--- config.mk ---
export PLATFORM = sky130hd
export DESIGN_NAME = config_loader
export DESIGN_NICKNAME = d
export VERILOG_FILES = /design/src/rtl/config_loader_pkg.sv /design/src/rtl/config_loader_crc8.sv /design/src/rtl/config_loader.sv
export SDC_FILE = /design/constraint.sdc
export NUM_CORES = 1
export LEC_CHECK = 0
export ABC_AREA = 1
export CAP_MARGIN = 20
export CORE_MARGIN = 2
export CORE_UTILIZATION = 55
export CTS_BUF_LIST = sky130_fd_sc_hd__clkbuf_8
export DETAILED_ROUTE_END_ITERATION = 6
export MAX_ROUTING_LAYER = met4
export PLACE_DENSITY = 0.9
export SYNTH_ARGS = -nofsm -noshare
export SYNTH_HDL_FRONTEND = slang
export SYNTH_SLANG_ARGS = --single-unit
--- constraint.sdc ---
create_clock -name i_Clock -period 1.5 [get_ports i_Clock]
set_clock_uncertainty 0.1 [all_clocks]
set_input_delay 0.3 -clock i_Clock [delete_from_list [all_inputs] [get_ports i_Clock]]
set_output_delay 0.3 -clock i_Clock [all_outputs]
set_load 0.05 [all_outputs]
--- src/rtl/config_loader_pkg.sv ---
// Shared types and constants for the configuration loader: FSM state encoding
// and the CRC-8 (poly 0x07, init 0x00) step used by the optional check.
package config_loader_pkg;

  typedef enum logic [2:0] {
    ST_IDLE  = 3'd0,
    ST_LOAD  = 3'd1,
    ST_SHIFT = 3'd2,
    ST_CHECK = 3'd3,
    ST_DONE  = 3'd4,
    ST_ERROR = 3'd5
  } state_e;

  localparam logic [7:0] CRC8_POLY = 8'h07;
  localparam logic [7:0] CRC8_INIT = 8'h00;

  function automatic logic [7:0] crc8_step(input logic [7:0] crc, input logic din);
    logic fb;
    fb = crc[7] ^ din;
    return {crc[6:0], 1'b0} ^ (fb ? CRC8_POLY : 8'h00);
  endfunction

endpackage

--- src/rtl/config_loader_crc8.sv ---
// CRC-8 accumulator: folds one whole configuration word per update, MSB first,
// so the running value matches a standard byte-wise CRC-8 over the word stream.
module config_loader_crc8
  import config_loader_pkg::*;
#(
  parameter int unsigned WORD_WIDTH = 8
) (
  input  logic                  i_Clock,
  input  logic                  i_Reset,
  input  logic                  i_Clear,
  input  logic                  i_Update,
  input  logic [WORD_WIDTH-1:0] i_Word,
  output logic [7:0]            o_Crc
);

  logic [7:0] crc_q, crc_d, crc_word;

  always_comb begin
    crc_word = crc_q;
    for (int i = WORD_WIDTH - 1; i >= 0; i--) begin
      crc_word = crc8_step(crc_word, i_Word[i]);
    end
    crc_d = crc_q;
    if (i_Clear) begin
      crc_d = CRC8_INIT;
    end else if (i_Update) begin
      crc_d = crc_word;
    end
  end

  always_ff @(posedge i_Clock or posedge i_Reset) begin
    if (i_Reset) begin
      crc_q <= 8'h00;
    end else begin
      crc_q <= crc_d;
    end
  end

  assign o_Crc = crc_q;

endmodule

--- src/rtl/config_loader.sv ---
// Serial fabric configuration loader: accepts words, shifts them LSB first into
// the scan chain. Define CONFIG_LOADER_CRC_EN to append and verify a CRC-8 word.
//
// state    | meaning
// ---------+-----------------------------------------------------------
// ST_IDLE  | waiting for i_Start after reset
// ST_LOAD  | o_WordReady high, waiting for the next data word
// ST_SHIFT | shifting the latched word into the chain, one bit per cycle
// ST_CHECK | chain full; CRC word check (one pass-through cycle without CRC)
// ST_DONE  | configuration valid, fabric released from reset
// ST_ERROR | CRC mismatch, fabric held in reset
module config_loader
  import config_loader_pkg::*;
#(
  parameter int unsigned CHAIN_LENGTH = 64,
  parameter int unsigned WORD_WIDTH   = 8
) (
  input  logic                  i_Clock,
  input  logic                  i_Reset,
  input  logic                  i_Start,
  input  logic                  i_WordValid,
  input  logic [WORD_WIDTH-1:0] i_Word,
  output logic                  o_WordReady,
  output logic                  o_CfgShiftEn,
  output logic                  o_CfgData,
  output logic                  o_FabricReset,
  output logic                  o_Busy,
  output logic                  o_Done,
  output logic                  o_Error
);

  localparam int CNT_W = $clog2(CHAIN_LENGTH + 1);
  localparam int WL_W  = $clog2(WORD_WIDTH + 1);

  state_e                state_q, state_d;
  logic [CNT_W-1:0]      bit_cnt_q, bit_cnt_d;
  logic [CNT_W-1:0]      remain;
  logic [WL_W-1:0]       word_left_q, word_left_d;
  logic [WORD_WIDTH-1:0] shreg_q, shreg_d;
  logic                  start_ok;
  logic                  data_accept;

  assign start_ok    = i_Start && (state_q == ST_IDLE || state_q == ST_DONE || state_q == ST_ERROR);
  assign data_accept = i_WordValid && (state_q == ST_LOAD);
  assign remain      = CNT_W'(CHAIN_LENGTH) - bit_cnt_q;

`ifdef CONFIG_LOADER_CRC_EN
  logic [7:0] crc_val;

  config_loader_crc8 #(
    .WORD_WIDTH (WORD_WIDTH)
  ) u_crc8 (
    .i_Clock  (i_Clock),
    .i_Reset  (i_Reset),
    .i_Clear  (start_ok),
    .i_Update (data_accept),
    .i_Word   (i_Word),
    .o_Crc    (crc_val)
  );
`endif

  always_comb begin
    state_d     = state_q;
    bit_cnt_d   = bit_cnt_q;
    word_left_d = word_left_q;
    shreg_d     = shreg_q;
    case (state_q)
      ST_IDLE, ST_DONE, ST_ERROR: begin
        if (start_ok) begin
          bit_cnt_d = '0;
          state_d   = ST_LOAD;
        end
      end
      ST_LOAD: begin
        if (data_accept) begin
          shreg_d = i_Word;
          // The final word only shifts the bits the chain still has room for.
          if (32'(remain) < WORD_WIDTH) begin
            word_left_d = WL_W'(remain);
          end else begin
            word_left_d = WL_W'(WORD_WIDTH);
          end
          state_d = ST_SHIFT;
        end
      end
      ST_SHIFT: begin
        shreg_d     = shreg_q >> 1;
        bit_cnt_d   = bit_cnt_q + 1'b1;
        word_left_d = word_left_q - 1'b1;
        if (word_left_q == WL_W'(1)) begin
          state_d = (bit_cnt_d < CNT_W'(CHAIN_LENGTH)) ? ST_LOAD : ST_CHECK;
        end
      end
      ST_CHECK: begin
`ifdef CONFIG_LOADER_CRC_EN
        if (i_WordValid) begin
          state_d = (i_Word[7:0] == crc_val) ? ST_DONE : ST_ERROR;
        end
`else
        state_d = ST_DONE;
`endif
      end
      default: state_d = ST_IDLE;
    endcase
  end

  always_ff @(posedge i_Clock or posedge i_Reset) begin
    if (i_Reset) begin
      state_q     <= ST_IDLE;
      bit_cnt_q   <= '0;
      word_left_q <= '0;
      shreg_q     <= '0;
    end else begin
      state_q     <= state_d;
      bit_cnt_q   <= bit_cnt_d;
      word_left_q <= word_left_d;
      shreg_q     <= shreg_d;
    end
  end

`ifdef CONFIG_LOADER_CRC_EN
  // The trailing CRC word uses the same valid/ready handshake while in CHECK.
  assign o_WordReady = (state_q == ST_LOAD) || (state_q == ST_CHECK);
  assign o_Error     = (state_q == ST_ERROR);
`else
  assign o_WordReady = (state_q == ST_LOAD);
  assign o_Error     = 1'b0;
`endif

  assign o_CfgShiftEn  = (state_q == ST_SHIFT);
  assign o_CfgData     = o_CfgShiftEn & shreg_q[0];
  assign o_Busy        = (state_q == ST_LOAD) || (state_q == ST_SHIFT) || (state_q == ST_CHECK);
  assign o_Done        = (state_q == ST_DONE);
  assign o_FabricReset = (state_q != ST_DONE);

endmodule

==> run_summary.xml <==
<?xml version="1.0" encoding="UTF-8"?>
<metrics>
  <group name="power">
    <metric name="sw_frac_of_total" unit="">0.461</metric>
    <metric name="total_power" unit="uW">3680</metric>
    <metric name="combinationalPowerShare" unit="">0.619</metric>
    <metric name="seq_power_share" unit="">0.284</metric>
    <metric name="internal_power" unit="uW">1990</metric>
    <metric name="vdd_ir_drop_max" unit="uV">1610</metric>
    <metric name="power.switching" unit="uW">1700</metric>
    <metric name="power_density" unit="nW/um2">2010</metric>
    <metric name="cellLeakagePower" unit="uW">0.000864</metric>
    <metric name="clockPowerShare" unit="">0.098</metric>
  </group>
  <group name="global_route">
    <metric name="globalRouteOverflowTotal" unit="">0</metric>
    <metric name="groute.usage.overall" unit="">0.263</metric>
    <metric name="wire_length_of_the_first_global_routing_pass" unit="um">5140</metric>
    <metric name="grt_start_max_net_pins" unit="">23</metric>
    <metric name="grt_antenna_before_repair" unit="">0</metric>
    <metric name="number_of_global_route_vias_before_repair" unit="">1210</metric>
  </group>
  <group name="yosys">
    <metric name="yosys.area.top_type" unit="">sky130_fd_sc_hd__dfrtp_1</metric>
    <metric name="yosys_register_bits" unit="">22</metric>
    <metric name="avg_inst_size_synth" unit="um2">7.50</metric>
    <metric name="yosysWarningCount" unit="">0</metric>
    <metric name="syn_nets" unit="">187</metric>
    <metric name="syn_inst_count" unit="">171</metric>
    <metric name="synth_top_cells_by_area" unit="">sky130_fd_sc_hd__dfrtp_1 (43%), sky130_fd_sc_hd__nand2_1 (11%), sky130_fd_sc_hd__nor2_1 (8.2%)</metric>
    <metric name="synthesis.area" unit="um2">1280</metric>
    <metric name="ys_types" unit="">26</metric>
    <metric name="post-synth-top-area-fraction" unit="">0.429</metric>
    <metric name="synth.yosys.seq_area_share" unit="">0.429</metric>
  </group>
  <group name="sta">
    <metric name="finalWorstPathRequiredPeriod" unit="ps">1610</metric>
    <metric name="setup-violations-final" unit="">12</metric>
    <metric name="postLayoutSetupSlackWorst" unit="ps">-114</metric>
    <metric name="drv_slew" unit="">0</metric>
    <metric name="finalHoldViolations" unit="">0</metric>
    <metric name="fmax" unit="MHz">620</metric>
    <metric name="grt_setup_unrepaired" unit="">yes</metric>
    <metric name="final.setup.tns" unit="ps">-858</metric>
    <metric name="post-route-period-util" unit="">1.08</metric>
  </group>
  <group name="flow_run">
    <metric name="max_cap_viol_count" unit="">0</metric>
  </group>
  <group name="layout">
    <metric name="n_antenna_cell" unit="">0</metric>
    <metric name="fillCellCount" unit="">128</metric>
    <metric name="post-route-util" unit="">0.827</metric>
    <metric name="fin_nets" unit="">221</metric>
    <metric name="drive_gt1_frac" unit="">0.266</metric>
    <metric name="finalNonFillerCells" unit="">231</metric>
    <metric name="area.growth.synth_to_final" unit="%">42.7</metric>
  </group>
  <group name="clocking">
    <metric name="tritoncts.num_buffers" unit="">3</metric>
    <metric name="ctsRootBufferMaster" unit="">sky130_fd_sc_hd__clkbuf_8</metric>
    <metric name="number_of_hold_repair_buffers_added_at_the_cts_stage" unit="">0</metric>
    <metric name="clk-insertion-delay-late" unit="ps">260</metric>
    <metric name="clock_tree_from_tritoncts" unit="">done</metric>
    <metric name="h-tree-depth" unit="">1</metric>
    <metric name="clockBufferDepth" unit="">2</metric>
    <metric name="tritoncts_num_sinks" unit="">22</metric>
    <metric name="path_clk_slew" unit="ps">80</metric>
  </group>
  <group name="worst_setup_path">
    <metric name="worst_ep_arrival_time" unit="ps">1210</metric>
    <metric name="cp_data_required_time" unit="ps">1100</metric>
    <metric name="worstSetupStartpointType" unit="">register</metric>
    <metric name="critical-path-max-stage-delay" unit="ps">490</metric>
    <metric name="crit_slowest_cell" unit="">sky130_fd_sc_hd__dfrtp_2</metric>
    <metric name="critPathMaxFanout" unit="">6</metric>
    <metric name="worstSetupPathType" unit="">register to output pin</metric>
    <metric name="endpoint_kind" unit="">output pin</metric>
    <metric name="cp_cell_instances" unit="">nor2_4 &gt; nand2_2 &gt; clkinvlp_4 &gt; buf_12</metric>
  </group>
  <group name="floorplan">
    <metric name="core_area" unit="um2">2210</metric>
    <metric name="initial_util" unit="">0.580</metric>
    <metric name="die_height" unit="um">52.3</metric>
    <metric name="die_w" unit="um">52.3</metric>
    <metric name="design.die.area" unit="um2">2730</metric>
    <metric name="floorplan.io_pins" unit="">19</metric>
    <metric name="row_count" unit="">17</metric>
  </group>
  <group name="place">
    <metric name="placement.setup.worst_slack" unit="ps">-15.7</metric>
    <metric name="place_inst" unit="">218</metric>
    <metric name="routabilityCongestion" unit="">0.863</metric>
    <metric name="portBuffers" unit="">17</metric>
    <metric name="dp_hpwl" unit="um">2090</metric>
  </group>
  <group name="detailed_routing">
    <metric name="detail_route.iter0.violations" unit="">55</metric>
    <metric name="vias" unit="">1334</metric>
    <metric name="drt_pre_antenna_iters" unit="">4</metric>
    <metric name="vias_per_cell" unit="">5.77</metric>
    <metric name="detail_route.wl_per_cell" unit="um">15.3</metric>
    <metric name="postRouteAntennaNets" unit="">0</metric>
    <metric name="drt_wl_total" unit="um">3530</metric>
    <metric name="drt_drc_violations_left" unit="">0</metric>
  </group>
  <group name="status">
    <metric name="run_status" unit="">complete, but fails checks</metric>
    <metric name="failed_checks" unit="">setup timing</metric>
  </group>
  <group name="min_path">
    <metric name="min-delay-path-class" unit="">primary input to async pin</metric>
  </group>
</metrics>
worst paths after layout:
path / end / startpoint / slack [ps] / depth (start not counted)
setup reg to reg: word_left_q[0]$_DFFE_PP0P_ / state_q[2]$_DFFE_PP0P_ / -80 / 9
hold reg to reg: shreg_q[1]$_DFFE_PP0P_ / shreg_q[1]$_DFFE_PP0P_ / 440 / 2
min in group i_Clock: shreg_q[1]$_DFFE_PP0P_ / shreg_q[1]$_DFFE_PP0P_ / 440 / 2
setup / recovery: o_Done / state_q[1]$_DFFE_PP0P_ / -110 / 4
hold / removal: shreg_q[3]$_DFFE_PP0P_ / i_Reset / 280 / 3
max in group asynchronous: state_q[0]$_DFFE_PP0P_ / i_Reset / 770 / 3
Yosys cell counts:
cell	n
sky130_fd_sc_hd__nand2_1	36
sky130_fd_sc_hd__nor2_1	28
sky130_fd_sc_hd__inv_1	24
sky130_fd_sc_hd__dfrtp_1	22
sky130_fd_sc_hd__nand3_1	15
sky130_fd_sc_hd__o21ai_0	9
sky130_fd_sc_hd__o22ai_1	9
sky130_fd_sc_hd__ha_1	4
sky130_fd_sc_hd__nand2_2	3
sky130_fd_sc_hd__buf_6	2
sky130_fd_sc_hd__nand4_1	2
sky130_fd_sc_hd__o21ai_1	2
sky130_fd_sc_hd__xor2_1	2
sky130_fd_sc_hd__and2_1	1
sky130_fd_sc_hd__buf_2	1
sky130_fd_sc_hd__buf_4	1
sky130_fd_sc_hd__conb_1	1
sky130_fd_sc_hd__inv_2	1
sky130_fd_sc_hd__nand2_4	1
sky130_fd_sc_hd__nand3_2	1
sky130_fd_sc_hd__nand3b_1	1
sky130_fd_sc_hd__nor2_2	1
sky130_fd_sc_hd__nor2_4	1
sky130_fd_sc_hd__nor3_1	1
sky130_fd_sc_hd__o21bai_1	1
sky130_fd_sc_hd__xnor2_1	1
metal layers:
layer  GRT usage  vias up  wire (um)
li1            -      606          -
met1       0.305      637       1350
met2       0.440       73       1820
met3      0.0543       18        228
met4       0.115        0        135
met5           -        -          0
logic make-up after synthesis:
logic type      synth area share
fa+ha+maj                 0.0390
buf+inv                    0.100
compound gates            0.0927
other cells              0.00292
xor+xnor                  0.0205
simple gates               0.315
flops                      0.429
registers in the layout, indices dropped and copies added, names as in the netlist:
signal       flops
bit_cnt_q        7
word_left_q      4
shreg_q          8
state_q          3
critical path, delay by kind of cell, from the launching register on:
kind | cells | cell delay (ps)
buf+inv | 2 | 220
simple gates | 2 | 240
flops | 1 | 490
power by group through the flow:
stage / logic (uW) / clock network (uW) / registers [uW]
after global routing: 2440 / 381 / 1070
after global placement: 1680 / 0 / 984
final: 2280 / 360 / 1040
after CTS: 1900 / 366 / 1010
after floorplan: 1210 / 0 / 955
after detailed placement: 1760 / 0 / 993
final cells by class:
| cell class | instances | area [um2] | share of cell area |
|---|---|---|---|
| clock buffer | 3 | 41.3 | 0.0226 |
| timing repair buffer | 32 | 367 | 0.200 |
| multi-input combinational | 121 | 733 | 0.401 |
| sequential | 22 | 554 | 0.303 |
| inverter | 25 | 100 | 0.0547 |
| tap | 28 | 35.0 | 0.0191 |
through the flow:
stage,cell area [um2],hold slack [ps]
2_1_floorplan,1310,189
3_3_place_gp,1580,391
3_5_place_dp,1580,397
4_1_cts,1690,294
5_1_grt,1830,317
6_report,1830,281
repair_timing:
action / 4_1_cts / 5_1_grt
buffers inserted: 5 / 4
gates resized for setup: 10 / 18
pin swaps: 2 / 6
gates cloned: 0 / 1
endpoints found under the setup margin: 6 / 23
cell usage in the layout, fill, tap and decap left out, drive strengths merged:
master / instances
nand2: 41
nor3: 1
conb: 1
clkbuf: 3
xor2: 2
nand4: 2
inv: 24
o21bai: 1
nand3: 16
ha: 4
o22ai: 9
clkdlybuf4s50: 11
buf: 21
xnor2: 1
o21ai: 11
nor2: 30
dfrtp: 22
and2: 1
clkinvlp: 1
nand3b: 1
Power figures use the tool's default switching activity.
